`config.mk`:
```
export PLATFORM = sky130hd
export DESIGN_NAME = uart_bcd_rx_flat
export DESIGN_NICKNAME = d
export VERILOG_FILES = /design/src/rtl/uart_pkg.sv /design/src/rtl/uart_bcd_rx_if.sv /design/src/rtl/uart_rx_byte.sv /design/src/rtl/uart_bcd_rx.sv /design/src/flat_wrapper.sv
export SDC_FILE = /design/constraint.sdc
export NUM_CORES = 1
export LEC_CHECK = 0
export CAP_MARGIN = 15
export CORE_UTILIZATION = 48
export CTS_CLUSTER_DIAMETER = 200
export DETAILED_ROUTE_END_ITERATION = 12
export PLACE_DENSITY = 0.68
export SYNTH_ARGS = -nofsm -noshare
export SYNTH_HDL_FRONTEND = slang
export SYNTH_HIERARCHICAL = 1
export SYNTH_SLANG_ARGS = --single-unit
export TNS_END_PERCENT = 10
```
`constraint.sdc`:
```
create_clock -name clk -period 2.5 [get_ports clk]
set_input_delay 0.25 -clock clk [delete_from_list [all_inputs] [get_ports clk]]
set_output_delay 0.25 -clock clk [all_outputs]
set_load 0.01 [all_outputs]
```
`src/rtl/uart_pkg.sv`:
```
// uart_pkg: shared constants and state types for the BCD serial receiver.
//   CLKS_PER_BIT_19200 : bit period in clk cycles for 19200 bps
//   ASCII_CR           : message terminator
//   ASCII_DIGIT_HI     : upper 3 bits of ASCII '0'..'9'
//   bit_state_e        : character deserialiser states
//   msg_state_e        : message assembler states
package uart_pkg;

  localparam int         CLKS_PER_BIT_19200 = 834;
  localparam logic [6:0] ASCII_CR           = 7'h0D;
  localparam logic [2:0] ASCII_DIGIT_HI     = 3'b011;

  typedef enum logic [2:0] {
    BIT_IDLE,
    BIT_START,
    BIT_DATA,
    BIT_STOP,
    BIT_BREAK
  } bit_state_e;

  typedef enum logic [1:0] {
    MSG_WAIT_D1,
    MSG_WAIT_D0,
    MSG_WAIT_CR
  } msg_state_e;

  // ASCII '0'..'9' -> 0x30..0x39
  function automatic logic is_digit(input logic [6:0] c);
    return (c[6:4] == ASCII_DIGIT_HI) && (c[3:0] <= 4'd9);
  endfunction

endpackage

```
`src/rtl/uart_bcd_rx_if.sv`:
```
// uart_bcd_rx_if: pin/result bundle of the BCD receiver.
//   rx_in     : serial line, idle high
//   bcd1/bcd0 : received tens/units digit
//   valid     : 1-cycle strobe, digits updated
//   frame_err : 1-cycle strobe, stop bit sampled low
//   fmt_err   : 1-cycle strobe, character out of sequence
//   err_cnt   : saturating error count (only with UART_RX_ERRCNT_EN)
// master = receiver side, slave = consumer/line driver side.
interface uart_bcd_rx_if;
  logic       rx_in;
  logic [3:0] bcd1;
  logic [3:0] bcd0;
  logic       valid;
  logic       frame_err;
  logic       fmt_err;
`ifdef UART_RX_ERRCNT_EN
  logic [7:0] err_cnt;
`endif

  modport master (
    input  rx_in,
`ifdef UART_RX_ERRCNT_EN
    output err_cnt,
`endif
    output bcd1, bcd0, valid, frame_err, fmt_err
  );

  modport slave (
    output rx_in,
`ifdef UART_RX_ERRCNT_EN
    input  err_cnt,
`endif
    input  bcd1, bcd0, valid, frame_err, fmt_err
  );
endinterface

```
`src/rtl/uart_rx_byte.sv`:
```
// uart_rx_byte: 2-flop synchroniser + start/data/stop bit deserialiser.
// Ports:
//   clk, rst     : clock, synchronous active-high reset
//   rx_in        : asynchronous serial line, idle high
//   byte_o       : last received character (LSB first on the line)
//   byte_vld_o   : 1-cycle pulse, byte_o holds a good character
//   frame_err_o  : 1-cycle pulse, stop bit sampled low
module uart_rx_byte
  import uart_pkg::*;
#(
  parameter int CLKS_PER_BIT = CLKS_PER_BIT_19200,
  parameter int DATA_BITS    = 7
) (
  input  logic                 clk,
  input  logic                 rst,
  input  logic                 rx_in,
  output logic [DATA_BITS-1:0] byte_o,
  output logic                 byte_vld_o,
  output logic                 frame_err_o
);

  localparam int TW = (CLKS_PER_BIT > 1) ? $clog2(CLKS_PER_BIT) : 1;
  localparam int CW = $clog2(DATA_BITS + 1);
  localparam logic [TW-1:0] HALF_M1 = TW'(CLKS_PER_BIT / 2 - 1);
  localparam logic [TW-1:0] FULL_M1 = TW'(CLKS_PER_BIT - 1);
  localparam logic [CW-1:0] LAST    = CW'(DATA_BITS - 1);

  logic                 s1_q, s2_q;
  bit_state_e           state_q, state_d;
  logic [TW-1:0]        tmr_q, tmr_d;
  logic [CW-1:0]        cnt_q, cnt_d;
  logic [DATA_BITS-1:0] sh_q, sh_d;
  logic                 byte_vld_q, byte_vld_d;
  logic                 frame_err_q, frame_err_d;

  logic rx_s;
  assign rx_s = s2_q;

  always_comb begin
    state_d     = state_q;
    tmr_d       = tmr_q;
    cnt_d       = cnt_q;
    sh_d        = sh_q;
    byte_vld_d  = 1'b0;
    frame_err_d = 1'b0;
    case (state_q)
      BIT_IDLE: begin
        if (!rx_s) begin
          state_d = BIT_START;
          tmr_d   = '0;
        end
      end
      // Mid-start-bit recheck rejects line glitches without flagging an error.
      BIT_START: begin
        if (tmr_q == HALF_M1) begin
          tmr_d   = '0;
          cnt_d   = '0;
          state_d = rx_s ? BIT_IDLE : BIT_DATA;
        end else begin
          tmr_d = tmr_q + TW'(1);
        end
      end
      BIT_DATA: begin
        if (tmr_q == FULL_M1) begin
          tmr_d = '0;
          sh_d  = {rx_s, sh_q[DATA_BITS-1:1]};
          if (cnt_q == LAST) begin
            cnt_d   = '0;
            state_d = BIT_STOP;
          end else begin
            cnt_d = cnt_q + CW'(1);
          end
        end else begin
          tmr_d = tmr_q + TW'(1);
        end
      end
      // Leaving STOP straight to IDLE lets a zero-gap start bit be seen next cycle.
      BIT_STOP: begin
        if (tmr_q == FULL_M1) begin
          tmr_d = '0;
          if (rx_s) begin
            byte_vld_d = 1'b1;
            state_d    = BIT_IDLE;
          end else begin
            frame_err_d = 1'b1;
            state_d     = BIT_BREAK;
          end
        end else begin
          tmr_d = tmr_q + TW'(1);
        end
      end
      // Hold off until the line returns high so a break is not taken as a start.
      BIT_BREAK: begin
        if (rx_s) state_d = BIT_IDLE;
      end
      default: state_d = BIT_IDLE;
    endcase
  end

  always_ff @(posedge clk) begin
    if (rst) begin
      s1_q        <= 1'b1;
      s2_q        <= 1'b1;
      state_q     <= BIT_IDLE;
      tmr_q       <= '0;
      cnt_q       <= '0;
      sh_q        <= '0;
      byte_vld_q  <= 1'b0;
      frame_err_q <= 1'b0;
    end else begin
      s1_q        <= rx_in;
      s2_q        <= s1_q;
      state_q     <= state_d;
      tmr_q       <= tmr_d;
      cnt_q       <= cnt_d;
      sh_q        <= sh_d;
      byte_vld_q  <= byte_vld_d;
      frame_err_q <= frame_err_d;
    end
  end

  assign byte_o      = sh_q;
  assign byte_vld_o  = byte_vld_q;
  assign frame_err_o = frame_err_q;

endmodule

```
`src/rtl/uart_bcd_rx.sv`:
```
// uart_bcd_rx: receives {ASCII tens, ASCII units, CR} messages and presents
// the two BCD digits with a 1-cycle valid strobe.
// Ports:
//   clk, rst : clock, synchronous active-high reset
//   bus      : uart_bcd_rx_if.master (rx_in in; bcd1, bcd0, valid,
//              frame_err, fmt_err out; err_cnt out when enabled)
// Optional feature: define UART_RX_ERRCNT_EN to add an 8-bit saturating
// count of error pulses on bus.err_cnt.
module uart_bcd_rx
  import uart_pkg::*;
#(
  parameter int CLKS_PER_BIT = CLKS_PER_BIT_19200,
  parameter int DATA_BITS    = 7
) (
  input  logic           clk,
  input  logic           rst,
  uart_bcd_rx_if.master  bus
);

  logic [DATA_BITS-1:0] byte_w;
  logic                 byte_vld_w;
  logic                 frame_err_w;

  uart_rx_byte #(
    .CLKS_PER_BIT (CLKS_PER_BIT),
    .DATA_BITS    (DATA_BITS)
  ) u_rx (
    .clk         (clk),
    .rst         (rst),
    .rx_in       (bus.rx_in),
    .byte_o      (byte_w),
    .byte_vld_o  (byte_vld_w),
    .frame_err_o (frame_err_w)
  );

  msg_state_e msg_q, msg_d;
  logic [3:0] d1_q, d1_d;
  logic [3:0] d0_q, d0_d;
  logic [3:0] bcd1_q, bcd1_d;
  logic [3:0] bcd0_q, bcd0_d;
  logic       valid_q, valid_d;
  logic       fmt_err_q, fmt_err_d;

  logic [6:0] ch;
  logic       ch_digit, ch_cr;
  assign ch       = byte_w[6:0];
  assign ch_digit = is_digit(ch);
  assign ch_cr    = (ch == ASCII_CR);

  always_comb begin
    msg_d     = msg_q;
    d1_d      = d1_q;
    d0_d      = d0_q;
    bcd1_d    = bcd1_q;
    bcd0_d    = bcd0_q;
    valid_d   = 1'b0;
    fmt_err_d = 1'b0;
    if (frame_err_w) begin
      // Corrupt character: drop whatever was assembled so far.
      msg_d = MSG_WAIT_D1;
    end else if (byte_vld_w) begin
      case (msg_q)
        MSG_WAIT_D1: begin
          if (ch_digit) begin
            d1_d  = ch[3:0];
            msg_d = MSG_WAIT_D0;
          end else begin
            fmt_err_d = 1'b1;
            msg_d     = MSG_WAIT_D1;
          end
        end
        MSG_WAIT_D0: begin
          if (ch_digit) begin
            d0_d  = ch[3:0];
            msg_d = MSG_WAIT_CR;
          end else begin
            fmt_err_d = 1'b1;
            msg_d     = MSG_WAIT_D1;
          end
        end
        MSG_WAIT_CR: begin
          if (ch_cr) begin
            bcd1_d  = d1_q;
            bcd0_d  = d0_q;
            valid_d = 1'b1;
          end else begin
            fmt_err_d = 1'b1;
          end
          msg_d = MSG_WAIT_D1;
        end
        default: msg_d = MSG_WAIT_D1;
      endcase
    end
  end

  always_ff @(posedge clk) begin
    if (rst) begin
      msg_q     <= MSG_WAIT_D1;
      d1_q      <= '0;
      d0_q      <= '0;
      bcd1_q    <= '0;
      bcd0_q    <= '0;
      valid_q   <= 1'b0;
      fmt_err_q <= 1'b0;
    end else begin
      msg_q     <= msg_d;
      d1_q      <= d1_d;
      d0_q      <= d0_d;
      bcd1_q    <= bcd1_d;
      bcd0_q    <= bcd0_d;
      valid_q   <= valid_d;
      fmt_err_q <= fmt_err_d;
    end
  end

  assign bus.bcd1      = bcd1_q;
  assign bus.bcd0      = bcd0_q;
  assign bus.valid     = valid_q;
  assign bus.frame_err = frame_err_w;
  assign bus.fmt_err   = fmt_err_q;

`ifdef UART_RX_ERRCNT_EN
  logic [7:0] err_cnt_q, err_cnt_d;

  // Coincident pulses count once; sticks at 255.
  always_comb begin
    err_cnt_d = err_cnt_q;
    if ((frame_err_w || fmt_err_q) && (err_cnt_q != 8'hFF))
      err_cnt_d = err_cnt_q + 8'd1;
  end

  always_ff @(posedge clk) begin
    if (rst) err_cnt_q <= '0;
    else     err_cnt_q <= err_cnt_d;
  end

  assign bus.err_cnt = err_cnt_q;
`endif

endmodule

```
`src/flat_wrapper.sv`:
```
// flat-port wrapper written by rule: the top's interface ports become plain ports
module uart_bcd_rx_flat import uart_pkg::*;
#(
  parameter int CLKS_PER_BIT = CLKS_PER_BIT_19200,
  parameter int DATA_BITS    = 7
)
  (clk, rst, bus_rx_in, bus_bcd1, bus_bcd0, bus_valid, bus_frame_err, bus_fmt_err);
  uart_bcd_rx_if bus_i ();
  input  logic clk;
  input  logic rst;
  input wire logic [$bits(bus_i.rx_in)-1:0] bus_rx_in;
  output wire logic [$bits(bus_i.bcd1)-1:0] bus_bcd1;
  output wire logic [$bits(bus_i.bcd0)-1:0] bus_bcd0;
  output wire logic [$bits(bus_i.valid)-1:0] bus_valid;
  output wire logic [$bits(bus_i.frame_err)-1:0] bus_frame_err;
  output wire logic [$bits(bus_i.fmt_err)-1:0] bus_fmt_err;
  assign bus_i.rx_in = bus_rx_in;
  assign bus_bcd1 = bus_i.bcd1;
  assign bus_bcd0 = bus_i.bcd0;
  assign bus_valid = bus_i.valid;
  assign bus_frame_err = bus_i.frame_err;
  assign bus_fmt_err = bus_i.fmt_err;
  uart_bcd_rx #(.CLKS_PER_BIT(CLKS_PER_BIT), .DATA_BITS(DATA_BITS)) u_core (.clk(clk), .rst(rst), .bus(bus_i));
endmodule
```
==> results.sh, run 1 <==
export IMPL_grt_overflow=0
export IMPL_die_area_um2=5010
export IMPL_outcome="completed"
export IMPL_cts_tree="done"
export IMPL_core_area_um2=4440
export IMPL_post_route_period_util=0.934
export IMPL_ant_nets=0
export IMPL_p_sw_mw=0.268
export IMPL_ys_seq_area_frac=0.414
export IMPL_nNetsFinal=267
export IMPL_crit_chain="inv_1 > ha_1 > or4bb_1 > o41ai_2 > o32ai_2 > or4_1 > a21oi_1"
export IMPL_sw_frac_of_total=0.207
export IMPL_clk_path_buf_depth=2
export IMPL_clockPowerShare=0.372
export IMPL_min_period_ns=2.34
export IMPL_netlist_area_leader_share=0.414
export IMPL_yosysTopAreaCell="dfxtp_1"
export IMPL_cts_root_buffer="clkbuf_8"
export IMPL_diodes=0
export IMPL_p_leak_nw=0.932
export IMPL_peakVddDrop_mv=0.401
export IMPL_cts_sink_count=47
export IMPL_cts_resized=0
export IMPL_max_slew_margin=0.325
export IMPL_hold_ws_ns=0.431
export IMPL_initial_utilization=0.511
export IMPL_met3WireLength_um=101
export IMPL_antenna_found_initial=0
export IMPL_utilization=0.563
export IMPL_top_layer="met4"
export IMPL_synth_area_leaders="dfxtp_1 41%, mux2i_1 10%, nand2b_1 6.9%"
export IMPL_synth_area_per_cell_um2=9.08
export IMPL_synth_edf_count=0
export IMPL_p_int_mw=1.03
export IMPL_clk_latency_ns=0.28
export IMPL_hold_class="reg -> reg"
export IMPL_grt_max_degree=25
export IMPL_synth_ff_type="dfxtp_1"
export IMPL_post_cts_buffers=0
export IMPL_drive_above_1_share=0.0878
export IMPL_hold_buffers=0
export IMPL_path_max_fanout=5
export IMPL_synth_cells=250
export IMPL_io_pins=14
export IMPL_wl_mm=4.05
export IMPL_ys_types=49
export IMPL_final_setup_worst_slack_ns=0.164
export IMPL_route_met2_wl_mm=1.72
export IMPL_critPathBufInv=1
export IMPL_critPathTopFamily="simple AND/OR/NAND/NOR gates"
export IMPL_cpMaxStageDelayCell="or4bb_1"
export IMPL_vias_per_cell=5.45
export IMPL_grt_first_pass_wirelength_mm=7.13
export IMPL_gr_usage_all_layers=0.174
export IMPL_gp_congestion=0.808
export IMPL_drc=0
export IMPL_setup_viol=0
export IMPL_numCtsBuffers=5
export IMPL_seqPwrFrac=0.585
export IMPL_grt_setup_unrepaired="false"
export IMPL_dp_hpwl_mm=2.86
export IMPL_drv_cap=0
export IMPL_drtPass1Iterations=6
export IMPL_worst_pin_slew_ns=1.01
export IMPL_synth_seq_cells=47
export IMPL_cp_end_kind="register"
export IMPL_worstPathArrival_ns=2.55
export IMPL_syn_num_nets=256
export IMPL_combinationalPowerShare=0.043
export IMPL_cp_required_ns=2.72
export IMPL_critical_path_max_stage_delay_ns=0.52
export IMPL_fin_skew_ns=0.00397
export IMPL_area_delta_synth_final_pct=10.1
export IMPL_startpoint_type="register"
export IMPL_clk_pin_slew_worst_paths_ns=0.08
export IMPL_synth_most_common_cell="dfxtp_1"
export IMPL_die_x_um=70.8
export IMPL_grt_pass1_vias=1499
export IMPL_drv_slew=0
export IMPL_row_count=24
export IMPL_fp_dieH_um=70.8
export IMPL_criticalPathCategory="reg -> reg"
export IMPL_pre_cts_ws_ns=0.185
export IMPL_tns_ns=0
export IMPL_cts_max_level=2
export IMPL_final_hold_violation_count=0
export IMPL_wl_met1_mm=2.22
export IMPL_drt_iter0_drc=91
export IMPL_port_buffer_count=13
export IMPL_fmax_mhz=428
export IMPL_synth_area_um2=2270
export IMPL_synth_async_reset_ratio=0
export IMPL_wl_per_cell_um=12.9
export IMPL_power_density_nw_per_um2=519
export IMPL_synth_common_cells="47 x dfxtp_1, 25 x nand2_1, 25 x nand2b_1, 25 x nor2_1, 23 x mux2i_1"
export IMPL_num_vias=1710
export IMPL_ys_warn_count=6
area by class of cell:
cell class	count	area (µm²)
fill	424	1940
multi-input combinational	184	1220
sequential	47	941
timing repair buffer	16	153
clock buffer	8	100
tap	52	65.1
inverter	7	26.3
layer usage:
layer | track usage | vias up
li1 | - | 899
met1 | 0.264 | 785
met2 | 0.255 | 24
met3 | 0.0342 | 2
met4 | 0.0400 | 0
met5 | 0 | -
power groups by stage:
stage	Sequential [mW]	Clock, mW	Combinational (mW)
floorplan	0.774	0	0.0425
global placement	0.775	0	0.0558
detailed placement	0.776	0	0.0555
CTS	0.758	0.507	0.0558
global route	0.759	0.542	0.0610
finish	0.758	0.483	0.0557
cells by family (layout without fill, tap and decap cells):
family / after synthesis / in the layout / synth area share
compound gates: 33 / 33 / 0.109
xor+xnor: 1 / 1 / 0.00386
buf+inv: 19 / 31 / 0.0501
fa+ha+maj: 3 / 3 / 0.0165
simple gates: 124 / 124 / 0.305
mux: 23 / 23 / 0.101
flops: 47 / 47 / 0.414
sequential cells by signal (all words and copies together), names as in the netlist:
| name | cells |
|---|---|
| u_core/bus.bcd0 | 4 |
| u_core/bus.bcd1 | 4 |
| u_core/bus.fmt_err | 1 |
| u_core/bus.valid | 1 |
| u_core/d0_q | 4 |
| u_core/d1_q | 4 |
| u_core/msg_q | 2 |
| u_core/u_rx/byte_o | 7 |
| u_core/u_rx/byte_vld_o | 1 |
| u_core/u_rx/cnt_q | 3 |
| u_core/u_rx/frame_err_o | 1 |
| u_core/u_rx/rx_s | 1 |
| u_core/u_rx/s1_q | 1 |
| u_core/u_rx/state_q | 3 |
| u_core/u_rx/tmr_q | 10 |
final timing paths:
path | start | endpoint | slack (ns) | cells past startpoint
setup / recovery | u_core/u_rx/tmr_q[0] | u_core/u_rx/state_q[2] | 0.16 | 7
hold reg to reg | u_core/u_rx/s1_q | u_core/u_rx/rx_s | 0.43 | 1
hold / removal | u_core/u_rx/s1_q | u_core/u_rx/rx_s | 0.43 | 1
setup reg to reg | u_core/u_rx/tmr_q[0] | u_core/u_rx/state_q[2] | 0.16 | 7
worst register-to-register path, cell delays in order, from the launching register on:
cell	delay, ns
dfxtp_1	0.35
inv_1	0.09
ha_1	0.13
or4bb_1	0.52
o41ai_2	0.38
o32ai_2	0.18
or4_1	0.48
a21oi_1	0.14
metrics by stage:
stage / power, mW / cells / area, µm²
after global placement: 0.831 / 306 / 2400
after floorplan: 0.816 / 250 / 2270
after detailed placement: 0.831 / 306 / 2400
after CTS: 1.32 / 314 / 2500
after global routing: 1.36 / 314 / 2500
final: 1.30 / 314 / 2500
cells in the final DEF, fill, tap and decap left out, types with 6 or more instances in the layout:
cell              n
dfxtp_1          47
nand2b_1         25
clkbuf_8          7
a21oi_1           8
nand2_1          25
inv_1             7
nor2_1           25
nor3_1            6
clkdlybuf4s50_1  13
nand3_1           9
o21ai_0           7
mux2i_1          23
Note: power is estimated with default switching activity, not from simulation.
==> run 2: changes to the inputs <==
--- a/config.mk
+++ b/config.mk
@@ -9,7 +9,8 @@
 export CORE_UTILIZATION = 48
 export CTS_CLUSTER_DIAMETER = 200
 export DETAILED_ROUTE_END_ITERATION = 12
-export PLACE_DENSITY = 0.68
+export DONT_BUFFER_PORTS = 1
+export PLACE_DENSITY = 0.64
 export SYNTH_ARGS = -nofsm -noshare
 export SYNTH_HDL_FRONTEND = slang
 export SYNTH_HIERARCHICAL = 1
==> run 2 against run 1 <==
Setup slack got worse by 0.0030 ns. Combinational power fell by 15%. Final area fell by 4.6%. Final cell count fell by 4.5%. Register-to-register slack barely moved. Sequential cell count did not move. First-iteration DRC count fell by 18%. Clock-buffer cell count fell by 2. Die area did not move. Critical path depth did not move. Critical endpoint unchanged. Highest routed layer unchanged.
==> results.sh, run 2 (same netlist as run 1, synthesis figures left out) <==
export IMPL_grt_pass1_vias=1500
export IMPL_drtPass1Iterations=6
export IMPL_cp_required_ns=2.73
export IMPL_clk_pin_slew_worst_paths_ns=0.09
export IMPL_die_x_um=70.8
export IMPL_sw_frac_of_total=0.214
export IMPL_cts_root_buffer="clkbuf_8"
export IMPL_critical_path_max_stage_delay_ns=0.51
export IMPL_largest_reg_flops=10
export IMPL_min_period_ns=2.34
export IMPL_drive_above_1_share=0.0887
export IMPL_fmax_mhz=428
export IMPL_wl_per_cell_um=13.5
export IMPL_cpMaxStageDelayCell="or4bb_1"
export IMPL_grt_max_degree=31
export IMPL_cp_end_kind="register"
export IMPL_vias_per_cell=5.59
export IMPL_drv_slew=0
export IMPL_drt_iter0_drc=75
export IMPL_area_delta_synth_final_pct=5.12
export IMPL_worstPathArrival_ns=2.57
export IMPL_p_int_mw=1.10
export IMPL_path_max_fanout=5
export IMPL_p_leak_nw=0.892
export IMPL_ant_nets=0
export IMPL_crit_chain="inv_1 > ha_1 > or4bb_1 > o41ai_2 > o32ai_2 > or4_1 > a21oi_1"
export IMPL_power_density_nw_per_um2=587
export IMPL_clk_latency_ns=0.30
export IMPL_initial_utilization=0.511
export IMPL_row_count=24
export IMPL_grt_overflow=0
export IMPL_max_slew_margin=0.330
export IMPL_clk_path_buf_depth=2
export IMPL_busiest_layer="met2"
export IMPL_worst_pin_slew_ns=1.00
export IMPL_hold_class="in -> reg"
export IMPL_criticalPathCategory="reg -> reg"
export IMPL_tns_ns=0
export IMPL_drc=0
export IMPL_drv_cap=0
export IMPL_die_area_um2=5010
export IMPL_core_area_um2=4440
export IMPL_critPathBufInv=1
export IMPL_gp_congestion=0.825
export IMPL_cts_tree="done"
export IMPL_setup_viol=0
export IMPL_p_sw_mw=0.300
export IMPL_grtUsageMet2=0.268
export IMPL_final_cell_mix="47 x dfxtp_1, 25 x nand2b_1, 25 x nand2_1, 25 x nor2_1, 23 x mux2i_1"
export IMPL_grt_first_pass_wirelength_mm=7.02
export IMPL_antenna_found_initial=0
export IMPL_port_buffer_count=0
export IMPL_gr_usage_all_layers=0.176
export IMPL_final_hold_violation_count=0
export IMPL_numCtsBuffers=5
export IMPL_cts_resized=0
export IMPL_cts_max_level=2
export IMPL_grt_setup_unrepaired="false"
export IMPL_combinationalPowerShare=0.034
export IMPL_fill_cells=408
export IMPL_diodes=0
export IMPL_wl_mm=4.06
export IMPL_num_vias=1676
export IMPL_fin_skew_ns=0.00364
export IMPL_fp_dieH_um=70.8
export IMPL_power_mw=1.40
export IMPL_dp_hpwl_mm=2.57
export IMPL_met1_usage=0.240
export IMPL_outcome="completed"
export IMPL_cts_sink_count=47
export IMPL_post_route_period_util=0.935
export IMPL_utilization=0.537
export IMPL_grt_use_met3=0.0442
export IMPL_nNetsFinal=253
export IMPL_startpoint_type="register"
export IMPL_clockPowerShare=0.426
export IMPL_peakVddDrop_mv=0.453
export IMPL_final_common_cell="dfxtp_1"
export IMPL_top_register="u_core/u_rx/tmr_q"
export IMPL_critPathTopFamily="simple AND/OR/NAND/NOR gates"
export IMPL_seqPwrFrac=0.541
export IMPL_io_pins=14
[run 2: cell count changes in the layout (fill, tap and decap cells not counted)]
cell | previous run | this run
clkdlybuf4s50_1 | 13 | 0
bufinv_16 | 0 | 1
clkbuf_8 | 7 | 6
inv_6 | 0 | 1
dlygate4sd3_1 | 0 | 1
clkbuf_1 | 1 | 0
buf_4 | 3 | 1
[run 2: layer usage]
metal | up-vias | share of wire
met5 | - | 0
met4 | 0 | 0.011
met3 | 4 | 0.030
met2 | 28 | 0.43
met1 | 769 | 0.53
li1 | 875 | -
[run 2: power groups by stage]
stage	clock, mW	sequential (mW)	combinational [mW]
after detailed placement	0	0.776	0.0400
after global routing	0.635	0.759	0.0515
after global placement	0	0.776	0.0399
final	0.597	0.758	0.0475
after floorplan	0	0.774	0.0425
after CTS	0.612	0.758	0.0472
[run 2: metrics by stage]
stage	setup WS, ns	instance area (µm²)	std cells	hold slack, ns
global placement	0.242	2260	291	0.324
finish	0.161	2390	300	0.0180
floorplan	0.306	2270	250	0.354
global route	0.0283	2390	300	0.000423
CTS	0.168	2390	300	0.000306
detailed placement	0.198	2260	291	0.327
[run 2: cell type report]
cell class                      count  area, µm²  share of cell area
Multi-Input combinational cell    184       1220               0.509
Clock inverter                      2       38.8              0.0162
Inverter                            7       26.3              0.0110
Tap cell                           52       65.1              0.0273
Sequential cell                    47        941               0.394
Clock buffer                        6       82.6              0.0346
Timing Repair Buffer                2       17.5             0.00734
[run 2: worst paths after layout]
path | startpoint | endpoint | slack, ns | depth (start not counted)
max | u_core/u_rx/tmr_q[0] | u_core/u_rx/state_q[2] | 0.16 | 7
min | rst | u_core/u_rx/state_q[0] | 0.02 | 1
max reg2reg | u_core/u_rx/tmr_q[0] | u_core/u_rx/state_q[2] | 0.16 | 7
min reg2reg | u_core/u_rx/s1_q | u_core/u_rx/rx_s | 0.42 | 1
[run 2: worst reg2reg max path, cell delays in order, from the launching register on]
cell and delay (ns):
dfxtp_1 0.36, inv_1 0.09, ha_1 0.13, or4bb_1 0.51, o41ai_2 0.37, o32ai_2 0.18
or4_1 0.50, a21oi_1 0.14
[run 2: what timing repair did]
item                                    4_1_cts  5_1_grt
hold buffers                                  1        0
endpoints found under the hold margin        21        0
buffers inserted                              0        0
endpoints found under the setup margin        0        0
